<file path="src/rtl/uart_pkg.sv">
// =============================================================
// uart_pkg : shared frame-format types and constants for the UART
// Rev 1.0
// =============================================================
`default_nettype none

package uart_pkg;

   typedef enum logic [1:0] {IDLE, START, DATA, STOP} rx_state_t;

   localparam int OVERSAMPLE = 16;
   localparam int DATA_BITS  = 8;

endpackage

`default_nettype wire

</file>
<file path="src/rtl/uart_rx_tick_gen.sv">
// =============================================================
// uart_rx_tick_gen : free-running 16x baud oversample tick divider
// Rev 1.0
// =============================================================
`default_nettype none

module uart_rx_tick_gen
   import uart_pkg::*;
#(
   parameter int CLK_FREQ = 100_000_000,
   parameter int BAUD     = 9600
) (
   input  logic clk,
   input  logic rst,
   output logic s_tick
);

   localparam int DIV = CLK_FREQ / (BAUD * OVERSAMPLE);
   // Keep at least one counter bit so DIV == 1 still elaborates.
   localparam int CW  = (DIV > 1) ? $clog2(DIV) : 1;
   localparam logic [CW-1:0] c_LAST = CW'(DIV - 1);

   logic [CW-1:0] cnt_q, cnt_d;

   always_comb begin
      cnt_d = (cnt_q == c_LAST) ? '0 : cnt_q + 1'b1;
   end

   always_ff @(posedge clk) begin
      if (!rst) begin
         cnt_q <= '0;
      end else begin
         cnt_q <= cnt_d;
      end
   end

   assign s_tick = (cnt_q == c_LAST);

endmodule

`default_nettype wire

</file>
<file path="src/rtl/uart_rx.sv">
// =============================================================
// uart_rx : 8N1 serial receiver, 16x oversampled, mid-bit sampling
// Rev 1.0
// =============================================================
`default_nettype none

module uart_rx #(
   parameter int CLK_FREQ   = 100_000_000,
   parameter int BAUD       = 9600,
   parameter int OVERSAMPLE = 16
) (
   input  logic       clk,
   input  logic       rst,
   input  logic       rx,
   output logic [7:0] rx_data,
   output logic       rx_done,
   output logic       rx_busy,
   output logic       frame_err
);

   import uart_pkg::*;

   localparam logic [3:0] c_MID      = 4'(OVERSAMPLE / 2 - 1);
   localparam logic [3:0] c_LAST     = 4'(OVERSAMPLE - 1);
   localparam logic [2:0] c_LAST_BIT = 3'(DATA_BITS - 1);

   logic                 sync1_q, rx_s_q;
   logic                 s_tick;
   rx_state_t            state_q, state_d;
   logic [3:0]           tick_q, tick_d;
   logic [2:0]           bit_q, bit_d;
   logic [DATA_BITS-1:0] sh_q, sh_d;
   logic [DATA_BITS-1:0] data_q, data_d;
   logic                 done_q, done_d;
   logic                 ferr_q, ferr_d;

   uart_rx_tick_gen #(
      .CLK_FREQ (CLK_FREQ),
      .BAUD     (BAUD)
   ) u_tick_gen (
      .clk    (clk),
      .rst    (rst),
      .s_tick (s_tick)
   );

   // Synchronizer resets to the idle-high line level so reset never looks like a start bit.
   always_ff @(posedge clk) begin
      if (!rst) begin
         sync1_q <= 1'b1;
         rx_s_q  <= 1'b1;
      end else begin
         sync1_q <= rx;
         rx_s_q  <= sync1_q;
      end
   end

   always_comb begin
      state_d = state_q;
      tick_d  = tick_q;
      bit_d   = bit_q;
      sh_d    = sh_q;
      data_d  = data_q;
      done_d  = 1'b0;
      ferr_d  = 1'b0;
      case (state_q)
         IDLE: begin
            if (!rx_s_q) begin
               state_d = START;
               tick_d  = '0;
            end
         end
         START: begin
            if (s_tick) begin
               if (tick_q == c_MID) begin
                  tick_d  = '0;
                  bit_d   = '0;
                  state_d = rx_s_q ? IDLE : DATA;
               end else begin
                  tick_d = tick_q + 4'd1;
               end
            end
         end
         DATA: begin
            if (s_tick) begin
               if (tick_q == c_LAST) begin
                  sh_d   = {rx_s_q, sh_q[DATA_BITS-1:1]};
                  tick_d = '0;
                  if (bit_q == c_LAST_BIT) begin
                     state_d = STOP;
                  end else begin
                     bit_d = bit_q + 3'd1;
                  end
               end else begin
                  tick_d = tick_q + 4'd1;
               end
            end
         end
         STOP: begin
            // Leaving in mid stop bit lets a zero-gap next start edge be caught.
            if (s_tick) begin
               if (tick_q == c_LAST) begin
                  tick_d  = '0;
                  state_d = IDLE;
                  if (rx_s_q) begin
                     data_d = sh_q;
                     done_d = 1'b1;
                  end else begin
                     ferr_d = 1'b1;
                  end
               end else begin
                  tick_d = tick_q + 4'd1;
               end
            end
         end
         default: begin
            state_d = IDLE;
         end
      endcase
   end

   always_ff @(posedge clk) begin
      if (!rst) begin
         state_q <= IDLE;
         tick_q  <= '0;
         bit_q   <= '0;
         sh_q    <= '0;
         data_q  <= '0;
         done_q  <= 1'b0;
         ferr_q  <= 1'b0;
      end else begin
         state_q <= state_d;
         tick_q  <= tick_d;
         bit_q   <= bit_d;
         sh_q    <= sh_d;
         data_q  <= data_d;
         done_q  <= done_d;
         ferr_q  <= ferr_d;
      end
   end

   assign rx_data   = data_q;
   assign rx_done   = done_q;
   assign frame_err = ferr_q;
   assign rx_busy   = (state_q != IDLE);

endmodule

`default_nettype wire

</file>
<file path="config.mk">
export PLATFORM = sky130hd
export DESIGN_NAME = uart_rx
export DESIGN_NICKNAME = d
export VERILOG_FILES = /design/src/rtl/uart_pkg.sv /design/src/rtl/uart_rx_tick_gen.sv /design/src/rtl/uart_rx.sv
export SDC_FILE = /design/constraint.sdc
export NUM_CORES = 1
export LEC_CHECK = 0
export ABC_AREA = 1
export CAP_MARGIN = 10
export CORE_ASPECT_RATIO = 1.1
export CORE_MARGIN = 2
export CORE_UTILIZATION = 40
export DETAILED_ROUTE_END_ITERATION = 7
export SLEW_MARGIN = 15
export SYNTH_ARGS = -nofsm -noshare
export SYNTH_HDL_FRONTEND = slang
export SYNTH_SLANG_ARGS = --single-unit
</file>
<file path="constraint.sdc">
create_clock -name clk -period 2.65 [get_ports clk]
set_input_delay 0.265 -clock clk [delete_from_list [all_inputs] [get_ports clk]]
set_output_delay 0.265 -clock clk [all_outputs]
set_load 0.05 [all_outputs]
</file>
==> results of run 1 <==
## logic make-up (layout without fill, tap and decap cells)
| family | after synthesis | in the layout |
|---|---|---|
| DFF | 39 | 39 |
| xor gates and xnor gates | 4 | 4 |
| adders and majority gates | 5 | 5 |
| buffers and inverters | 32 | 52 |
| AOI/OAI and AO/OA | 31 | 31 |
| and+or+nand+nor | 120 | 120 |
## sequential cells by signal (all words and copies together) (netlist names), named ones only
signal	cells
sync1_q	1
frame_err	1
tick_q	4
bit_q	3
rx_s_q	1
rx_done	1
state_q	1
rx_data	8
u_tick_gen.cnt_q	10
sh_q	8
## through the flow
| step | instance area, um2 | setup WS (ns) | power, mW |
|---|---|---|---|
| finish | 2010 | 0.554 | 1.23 |
| global route | 2010 | 0.459 | 1.29 |
| CTS | 2010 | 0.557 | 1.24 |
| detailed placement | 1900 | 0.886 | 0.746 |
| global placement | 1900 | 0.877 | 0.747 |
| floorplan | 1710 | 1.23 | 0.713 |
## worst reg2reg max path: cells and delay by family, from the launching register on
kind | cells | cell delay, ns
flip-flops | 1 | 0.41
buffers and inverters | 1 | 0.11
adder cells (fa/ha/maj) | 1 | 0.29
AND/OR/NAND/NOR | 6 | 0.75
## path summary, 6_finish.rpt
path,end,slack [ns],from,depth (start not counted)
worst min register to register,rx_s_q,0.42,sync1_q,1
worst max-delay path,rx_busy,0.55,flop,3
worst max register to register,rx_data[3],0.99,tick_q[0],8
worst min-delay path,rx_s_q,0.42,sync1_q,1
## cells in the mapped netlist
cell | n | area [um2]
a21boi_2 | 1 | 11.3
a21oi_1 | 9 | 45.0
and3_1 | 1 | 6.26
buf_1 | 1 | 3.75
clkbuf_1 | 1 | 3.75
dfxtp_1 | 39 | 781
ha_1 | 5 | 62.6
inv_1 | 26 | 97.6
inv_2 | 4 | 15.0
nand2_1 | 35 | 131
nand3_1 | 8 | 40.0
nand3_4 | 1 | 17.5
nand3b_1 | 2 | 15.0
nand4_1 | 5 | 31.3
nor2_1 | 55 | 206
nor2_2 | 1 | 6.26
nor2_4 | 3 | 33.8
nor3_1 | 3 | 15.0
nor3_2 | 1 | 10.0
nor3b_1 | 2 | 15.0
nor4_1 | 1 | 6.26
o21ai_0 | 21 | 105
or2_2 | 2 | 12.5
xor2_1 | 4 | 35.0
## power breakdown
part           switching [mW]  total, mW  internal, mW
sequential             0.0176      0.616         0.599
combinational          0.0758      0.115        0.0394
clock                   0.214      0.494         0.280
## final cells by class
type / count / area (um2) / area share
clock buffers: 5 / 68.8 / 0.0342
multi-input cells: 160 / 806 / 0.400
clock inverters: 3 / 43.8 / 0.0217
inverters: 30 / 113 / 0.0559
well taps: 52 / 65.1 / 0.0323
repair buffers: 14 / 138 / 0.0683
flip-flops and latches: 39 / 781 / 0.388
## per-layer routing
metal / wire length, um / vias up
met5: 0 / -
met4: 76 / 0
met3: 108 / 6
met2: 1290 / 15
met1: 1620 / 619
li1: - / 774
==> flow_metrics.env, run 1 <==
export IMPL_drt_wl_total_mm=3.09
export IMPL_hpwlAfterDp_mm=2.26
export IMPL_top_usage_layer="met2"
export IMPL_finalCritPeriodShare=0.791
export IMPL_synth_top_family_by_area="simple AND/OR/NAND/NOR gates"
export IMPL_grt_use_total=0.155
export IMPL_areaGrowthSynthToFinish_pct=18.0
export IMPL_first_pass_iters=4
export IMPL_synth_compound_area_frac=0.0946
export IMPL_yosys_area_share_adder=0.0367
export IMPL_slew_viol_final=0
export IMPL_power_density_nw_per_um2=608
export IMPL_grtUsageMet1=0.203
export IMPL_final_cell_mix="55 x nor2_1, 39 x dfxtp_1, 35 x nand2_1, 26 x inv_1, 21 x o21ai_0"
export IMPL_hold_slack_ns=0.418
export IMPL_route_detailed_drc=0
export IMPL_crit_path_top_delay_cell="clkdlybuf4s50_1"
export IMPL_hold_buffers=0
export IMPL_endpoint_kind="output port"
export IMPL_tns_ns=0
export IMPL_grt_pass1_wl_mm=5.64
export IMPL_final_common_cell="nor2_1"
export IMPL_cts_root_buf="clkbuf_8"
export IMPL_clock_sinks=39
export IMPL_die_area_um2=4810
export IMPL_antenna_found_initial=0
export IMPL_synth_xor_area_frac=0.0205
export IMPL_critPathKind="flop to output port"
export IMPL_fin_cells=303
export IMPL_grt_pass1_vias=1281
export IMPL_rsz0062_at_grt="no"
export IMPL_syn_inst=231
export IMPL_yosysSeqAreaShare=0.457
export IMPL_io_pins=14
export IMPL_num_antenna_cells=0
export IMPL_cp_required_ns=2.38
export IMPL_post_cts_buffers=0
export IMPL_cp_top_family="buffers and inverters"
export IMPL_cts_tree="yes"
export IMPL_clk_latency_ns=0.29
export IMPL_crit_chain="nor2_1 -> inv_1 -> clkdlybuf4s50_1"
export IMPL_viasPerCell=4.67
export IMPL_post_cts_resized=0
export IMPL_hp_class="flop to flop"
export IMPL_utilization=0.501
export IMPL_rows=24
export IMPL_skew_ns=0.00576
export IMPL_start_util=0.424
export IMPL_min_period_ns=2.10
export IMPL_cts_path_max_buffers=2
export IMPL_core_um2=4020
export IMPL_hold_viol=0
export IMPL_crit_fanout=7
export IMPL_nets=258
export IMPL_htreeDepth=2
export IMPL_synth_seq_cells=39
export IMPL_cts_buffers=5
export IMPL_worst_endpoint_arrival_ns=1.83
export IMPL_via_count=1414
export IMPL_die_w_um=66.3
export IMPL_dp_cells=295
export IMPL_start_kind="flop"
export IMPL_use_met3=0.0481
export IMPL_critical_path_buf_inv_count=2
export IMPL_critPathMaxStageDelay_ns=0.82
export IMPL_cts_clk_slew_worst_paths_ns=0.08
export IMPL_port_buffer_count=13
export IMPL_synth_nets=239
export IMPL_drt_iter0_drc=94
export IMPL_synthSimpleGateAreaFrac=0.320
export IMPL_grtUsageMet2=0.230
export IMPL_postRouteAntennaNets=0
export IMPL_p_leak_nw=0.865
export IMPL_grt_max_degree=20
export IMPL_tightest_slew_ns=0.493
export IMPL_die_h_um=72.5
export IMPL_status="completed"
export IMPL_routedWlPerCell_um=10.2
export IMPL_fmaxAchievable_mhz=477
export IMPL_drive_gt1_frac=0.0876
export IMPL_routabilityCongestion=0.791
export IMPL_slew_headroom=0.670
export IMPL_ys_types=24
export IMPL_setup_viol=0
export IMPL_synth_area_um2=1710
export IMPL_synth_mux_area_frac=0
export IMPL_fillCellCount=400
export IMPL_yosys_warnings=0
export IMPL_overflow=0
export IMPL_ir_drop_v=0.000295
export IMPL_maxCapViolCount=0
export IMPL_syn_area_per_cell_um2=7.39
(Power assumes the default switching activity.)
==> run 2, diff against run 1 <==
- clock period: 2.65 -> 1.8 ns (I/O delays scaled with it)
==> run 2 against run 1 <==
Compared with the run above: cell area increased by 1.6%; worst setup slack worse by 0.36 ns; worst hold slack got worse by 0.0035 ns; first-iteration DRC count is 11% lower; critical endpoint is now rx_data[4]; combinational power up 49%; die area is the same; critical path type unchanged; sequential share of layout area shrank 0.59 points; routed wire length grew 1.7%; register-to-register slack worse by 0.78 ns; via count decreased by 0.28%; critical path depth shrank 2.
==> flow_metrics.env, run 2 (synthesized netlist as in run 1, its figures left out) <==
export IMPL_r2r_cells=8
export IMPL_io_pins=14
export IMPL_die_w_um=66.3
export IMPL_slew_viol_final=0
export IMPL_route_detailed_drc=0
export IMPL_skew_ns=0.00409
export IMPL_endpoint_kind="output port"
export IMPL_hold_buffers=0
export IMPL_fin_ws_ns=0.196
export IMPL_crit_cells=1
export IMPL_crit_path_top_delay_cell="clkdlybuf4s50_1"
export IMPL_final_area_um2=2050
export IMPL_ir_drop_v=0.000524
export IMPL_num_antenna_cells=0
export IMPL_fillCellCount=403
export IMPL_grt_pass1_wl_mm=5.73
export IMPL_areaGrowthSynthToFinish_pct=19.9
export IMPL_drt_iter0_drc=84
export IMPL_grt_max_degree=23
export IMPL_die_area_um2=4810
export IMPL_start_kind="flop"
export IMPL_status="completed"
export IMPL_worst_endpoint_arrival_ns=1.42
export IMPL_cts_clk_slew_worst_paths_ns=0.07
export IMPL_p_leak_nw=0.886
export IMPL_via_count=1410
export IMPL_min_path_cells=1
export IMPL_grt_pass1_vias=1350
export IMPL_overflow=0
export IMPL_antenna_found_initial=0
export IMPL_cts_buffers=5
export IMPL_hold_slack_ns=0.414
export IMPL_cp_required_ns=1.62
export IMPL_critPathKind="flop to output port"
export IMPL_dp_slack_ns=0.0952
export IMPL_start_util=0.424
export IMPL_drive_gt1_frac=0.102
export IMPL_rsz0062_at_grt="no"
export IMPL_drt_wl_total_mm=3.14
export IMPL_tns_ns=0
export IMPL_largest_reg_flops=10
export IMPL_port_buffer_count=13
export IMPL_final_common_cell="nor2_1"
export IMPL_critPathMaxStageDelay_ns=0.80
export IMPL_core_um2=4020
export IMPL_cts_tree="yes"
export IMPL_crit_chain="clkdlybuf4s50_1"
export IMPL_postRouteAntennaNets=0
export IMPL_setup_viol=0
export IMPL_power_density_nw_per_um2=891
export IMPL_grt_use_total=0.153
export IMPL_htreeDepth=2
export IMPL_final_cell_mix="55 x nor2_1, 39 x dfxtp_1, 35 x nand2_1, 26 x inv_1, 21 x o21ai_0"
export IMPL_hold_viol=0
export IMPL_hpwlAfterDp_mm=2.20
export IMPL_routedWlPerCell_um=10.3
export IMPL_cts_root_buf="clkbuf_8"
export IMPL_cts_path_max_buffers=2
export IMPL_viasPerCell=4.61
export IMPL_maxCapViolCount=0
export IMPL_routabilityCongestion=0.782
export IMPL_p_total_mw=1.82
export IMPL_finalCritPeriodShare=0.891
export IMPL_min_period_ns=1.60
export IMPL_clock_sinks=39
export IMPL_tightest_slew_ns=0.494
export IMPL_postPlaceCellArea_um2=1910
export IMPL_cp_top_family="buffers and inverters"
export IMPL_hp_class="flop to flop"
export IMPL_rows=24
export IMPL_slew_headroom=0.669
export IMPL_die_h_um=72.5
export IMPL_first_pass_iters=4
export IMPL_crit_fanout=2
export IMPL_critical_path_buf_inv_count=1
export IMPL_nets=261
export IMPL_top_register="u_tick_gen.cnt_q"
export IMPL_clk_latency_ns=0.29
export IMPL_fmaxAchievable_mhz=623
==> run 2: cell types whose count changed in the layout (fill, tap and decap cells not counted), sizes merged <==
cell,delta
clkbuf,+1
buf,+4
clkdlybuf4s50,-1
clkinv,-1
==> run 2: what timing repair did <==
item	CTS	global route
resized for setup	0	1
buffers inserted	0	2
setup endpoints to repair	0	11
hold endpoints to repair	0	0
==> run 2: per-layer routing <==
| metal | wire, um | share of wire | GRT usage | vias to the layer above |
|---|---|---|---|---|
| met5 | 0 | 0 | 0 | - |
| met4 | 59 | 0.019 | 0.0794 | 0 |
| met3 | 97 | 0.031 | 0.0341 | 7 |
| met2 | 1330 | 0.42 | 0.229 | 17 |
| met1 | 1650 | 0.53 | 0.207 | 611 |
| li1 | - | - | - | 775 |
==> run 2: final timing paths <==
| path | endpoint | slack (ns) | startpoint |
|---|---|---|---|
| max | rx_data[4] | 0.20 | rx_data[4] |
| max reg2reg | rx_data[1] | 0.21 | tick_q[0] |
| min | rx_s_q | 0.41 | sync1_q |
| min reg2reg | rx_s_q | 0.41 | sync1_q |
==> run 2: cell type report <==
cell class / count / area [um2] / share of cell area
Clock inverter: 2 / 35.0 / 0.0171
Clock buffer: 6 / 82.6 / 0.0404
Sequential cell: 39 / 781 / 0.382
Inverter: 30 / 113 / 0.0550
Multi-Input combinational cell: 160 / 812 / 0.397
Timing Repair Buffer: 17 / 158 / 0.0771
Tap cell: 52 / 65.1 / 0.0318
==> run 2: report_power, final <==
group / switching [mW] / leakage (nW) / internal (mW)
Sequential: 0.0238 / 0.315 / 0.882
Combinational: 0.116 / 0.510 / 0.0557
Clock: 0.298 / 0.0612 / 0.448
==> run 2: stage by stage <==
step / instances / utilization
finish: 306 / 0.508
detailed placement: 296 / 0.474
floorplan: 231 / -
global route: 306 / 0.508
global placement: 296 / 0.474
CTS: 304 / 0.503
==> run 3, diff against run 2 <==
- CORE_MARGIN: 2 -> unset
==> run 3 against run 2 <==
Compared with the run above: register-to-register slack got worse by 0.02 ns; sequential share of layout area decreased by 0.42 points; sequential cell count unchanged; global-route usage increased by 0.38 points; critical endpoint is now rx_data[6]; largest power group unchanged; clock power increased by 16%; worst setup slack got worse by 0.021 ns; combinational power about the same; worst hold slack got worse by 0.0080 ns; first-iteration DRC count increased by 23%.
==> flow_metrics.env, run 3 (synthesized netlist as in run 1, its figures left out) <==
export IMPL_status="completed"
export IMPL_cts_path_max_buffers=2
export IMPL_min_period_ns=1.62
export IMPL_fmaxAchievable_mhz=615
export IMPL_finalCritPeriodShare=0.903
export IMPL_worst_endpoint_arrival_ns=1.44
export IMPL_port_buffer_count=13
export IMPL_clkPwrFrac=0.445
export IMPL_postPlaceCellArea_um2=1910
export IMPL_drive_gt1_frac=0.102
export IMPL_grt_pass1_vias=1234
export IMPL_switching_power_uw=453
export IMPL_pwr_share_seq=0.466
export IMPL_routedWlPerCell_um=10.4
export IMPL_clk_latency_ns=0.29
export IMPL_p_total_mw=1.95
export IMPL_drt_iter0_drc=103
export IMPL_core_um2=4020
export IMPL_min_path_cells=1
export IMPL_hp_class="flop to flop"
export IMPL_dp_cells=296
export IMPL_areaGrowthSynthToFinish_pct=21.2
export IMPL_num_antenna_cells=0
export IMPL_overflow=0
export IMPL_die_w_um=64.3
export IMPL_final_cell_mix="55 x nor2_1, 39 x dfxtp_1, 35 x nand2_1, 26 x inv_1, 21 x o21ai_0"
export IMPL_rsz0062_at_grt="no"
export IMPL_route_detailed_drc=0
export IMPL_die_h_um=70.5
export IMPL_maxCapViolCount=0
export IMPL_p_int_mw=1.49
export IMPL_cts_buffers=5
export IMPL_r2r_cells=9
export IMPL_antenna_found_initial=0
export IMPL_crit_chain="clkdlybuf4s50_1"
export IMPL_cp_required_ns=1.62
export IMPL_start_util=0.424
export IMPL_setup_viol=0
export IMPL_routabilityCongestion=0.832
export IMPL_tns_ns=0
export IMPL_die_area_um2=4530
export IMPL_endpoint_kind="output port"
export IMPL_p_comb_frac=0.089
export IMPL_crit_fanout=2
export IMPL_via_count=1439
export IMPL_final_common_cell="nor2_1"
export IMPL_nets=262
export IMPL_crit_cells=1
export IMPL_first_pass_iters=4
export IMPL_rows=24
export IMPL_crit_path_top_delay_cell="clkdlybuf4s50_1"
export IMPL_critPathKind="flop to output port"
export IMPL_io_pins=14
export IMPL_hpwlAfterDp_mm=2.23
export IMPL_fillCellCount=394
export IMPL_tightest_slew_ns=0.494
export IMPL_clock_sinks=39
export IMPL_grt_use_total=0.157
export IMPL_critPathMaxStageDelay_ns=0.81
export IMPL_cts_root_buf="clkbuf_8"
export IMPL_slew_viol_final=0
export IMPL_critical_path_buf_inv_count=1
export IMPL_drt_wl_total_mm=3.19
export IMPL_cts_clk_slew_worst_paths_ns=0.08
export IMPL_largest_reg_flops=10
export IMPL_cts_tree="yes"
export IMPL_top_register="u_tick_gen.cnt_q"
export IMPL_htreeDepth=2
export IMPL_grt_pass1_wl_mm=5.43
export IMPL_power_density_nw_per_um2=941
export IMPL_slew_headroom=0.669
export IMPL_postRouteAntennaNets=0
export IMPL_skew_ns=0.0103
export IMPL_p_leak_nw=0.895
export IMPL_fin_cells=307
export IMPL_hold_viol=0
export IMPL_final_area_um2=2070
export IMPL_ir_drop_v=0.000519
export IMPL_viasPerCell=4.69
export IMPL_p_sw_frac=0.233
export IMPL_start_kind="flop"
export IMPL_cp_top_family="buffers and inverters"
export IMPL_grt_max_degree=13
==> run 3: changes by cell type in the layout (fill, tap and decap cells not counted) <==
| cell | previous run | this run |
|---|---|---|
| clkbuf_8 | 6 | 5 |
| clkinv_2 | 1 | 0 |
| clkbuf_1 | 0 | 1 |
| bufinv_16 | 1 | 2 |
| buf_4 | 5 | 6 |
==> run 3: worst paths after layout <==
path | start | endpoint | slack, ns
max | rx_data[6] | rx_data[6] | 0.18
min | sync1_q | rx_s_q | 0.41
max reg2reg | u_tick_gen.cnt_q[0] | rx_data[2] | 0.19
min reg2reg | sync1_q | rx_s_q | 0.41
==> run 3: power by group through the flow <==
stage          registers (mW)  clock network [mW]  logic (mW)
2_1_floorplan           0.921                   0       0.129
3_3_place_gp            0.927                   0       0.177
3_5_place_dp            0.927                   0       0.173
4_1_cts                 0.907               0.884       0.174
5_1_grt                 0.909               0.924       0.196
6_report                0.907               0.866       0.174
==> run 3: final cells by class <==
class                   count  area (um2)  share of cell area
inverters                  30         113              0.0544
flip-flops and latches     39         781               0.377
multi-input cells         160         812               0.393
well taps                  52        65.1              0.0315
repair buffers             18         165              0.0799
clock inverters             2        60.1              0.0290
clock buffers               6        72.6              0.0351
==> run 3: through the flow <==
stage	util	worst slack, ns	hold slack [ns]
4_1_cts	0.507	0.0987	0.410
3_3_place_gp	0.474	0.104	0.396
3_5_place_dp	0.474	0.106	0.400
6_report	0.514	0.175	0.406
5_1_grt	0.514	0.0269	0.417
2_1_floorplan	-	0.384	0.287
==> run 3: layer usage <==
layer	up-vias	track usage	share of wire
met4	0	0.0815	0.022
met1	630	0.201	0.51
met3	5	0.0588	0.045
met2	28	0.228	0.42
met5	-	0	0
li1	776	-	-
==> run 3: timing repair <==
action / CTS / global route
endpoints found under the hold margin: 0 / 0
setup buffers: 0 / 3
hold buffers: 0 / 0
resized for setup: 0 / 1
setup endpoints to repair: 0 / 9
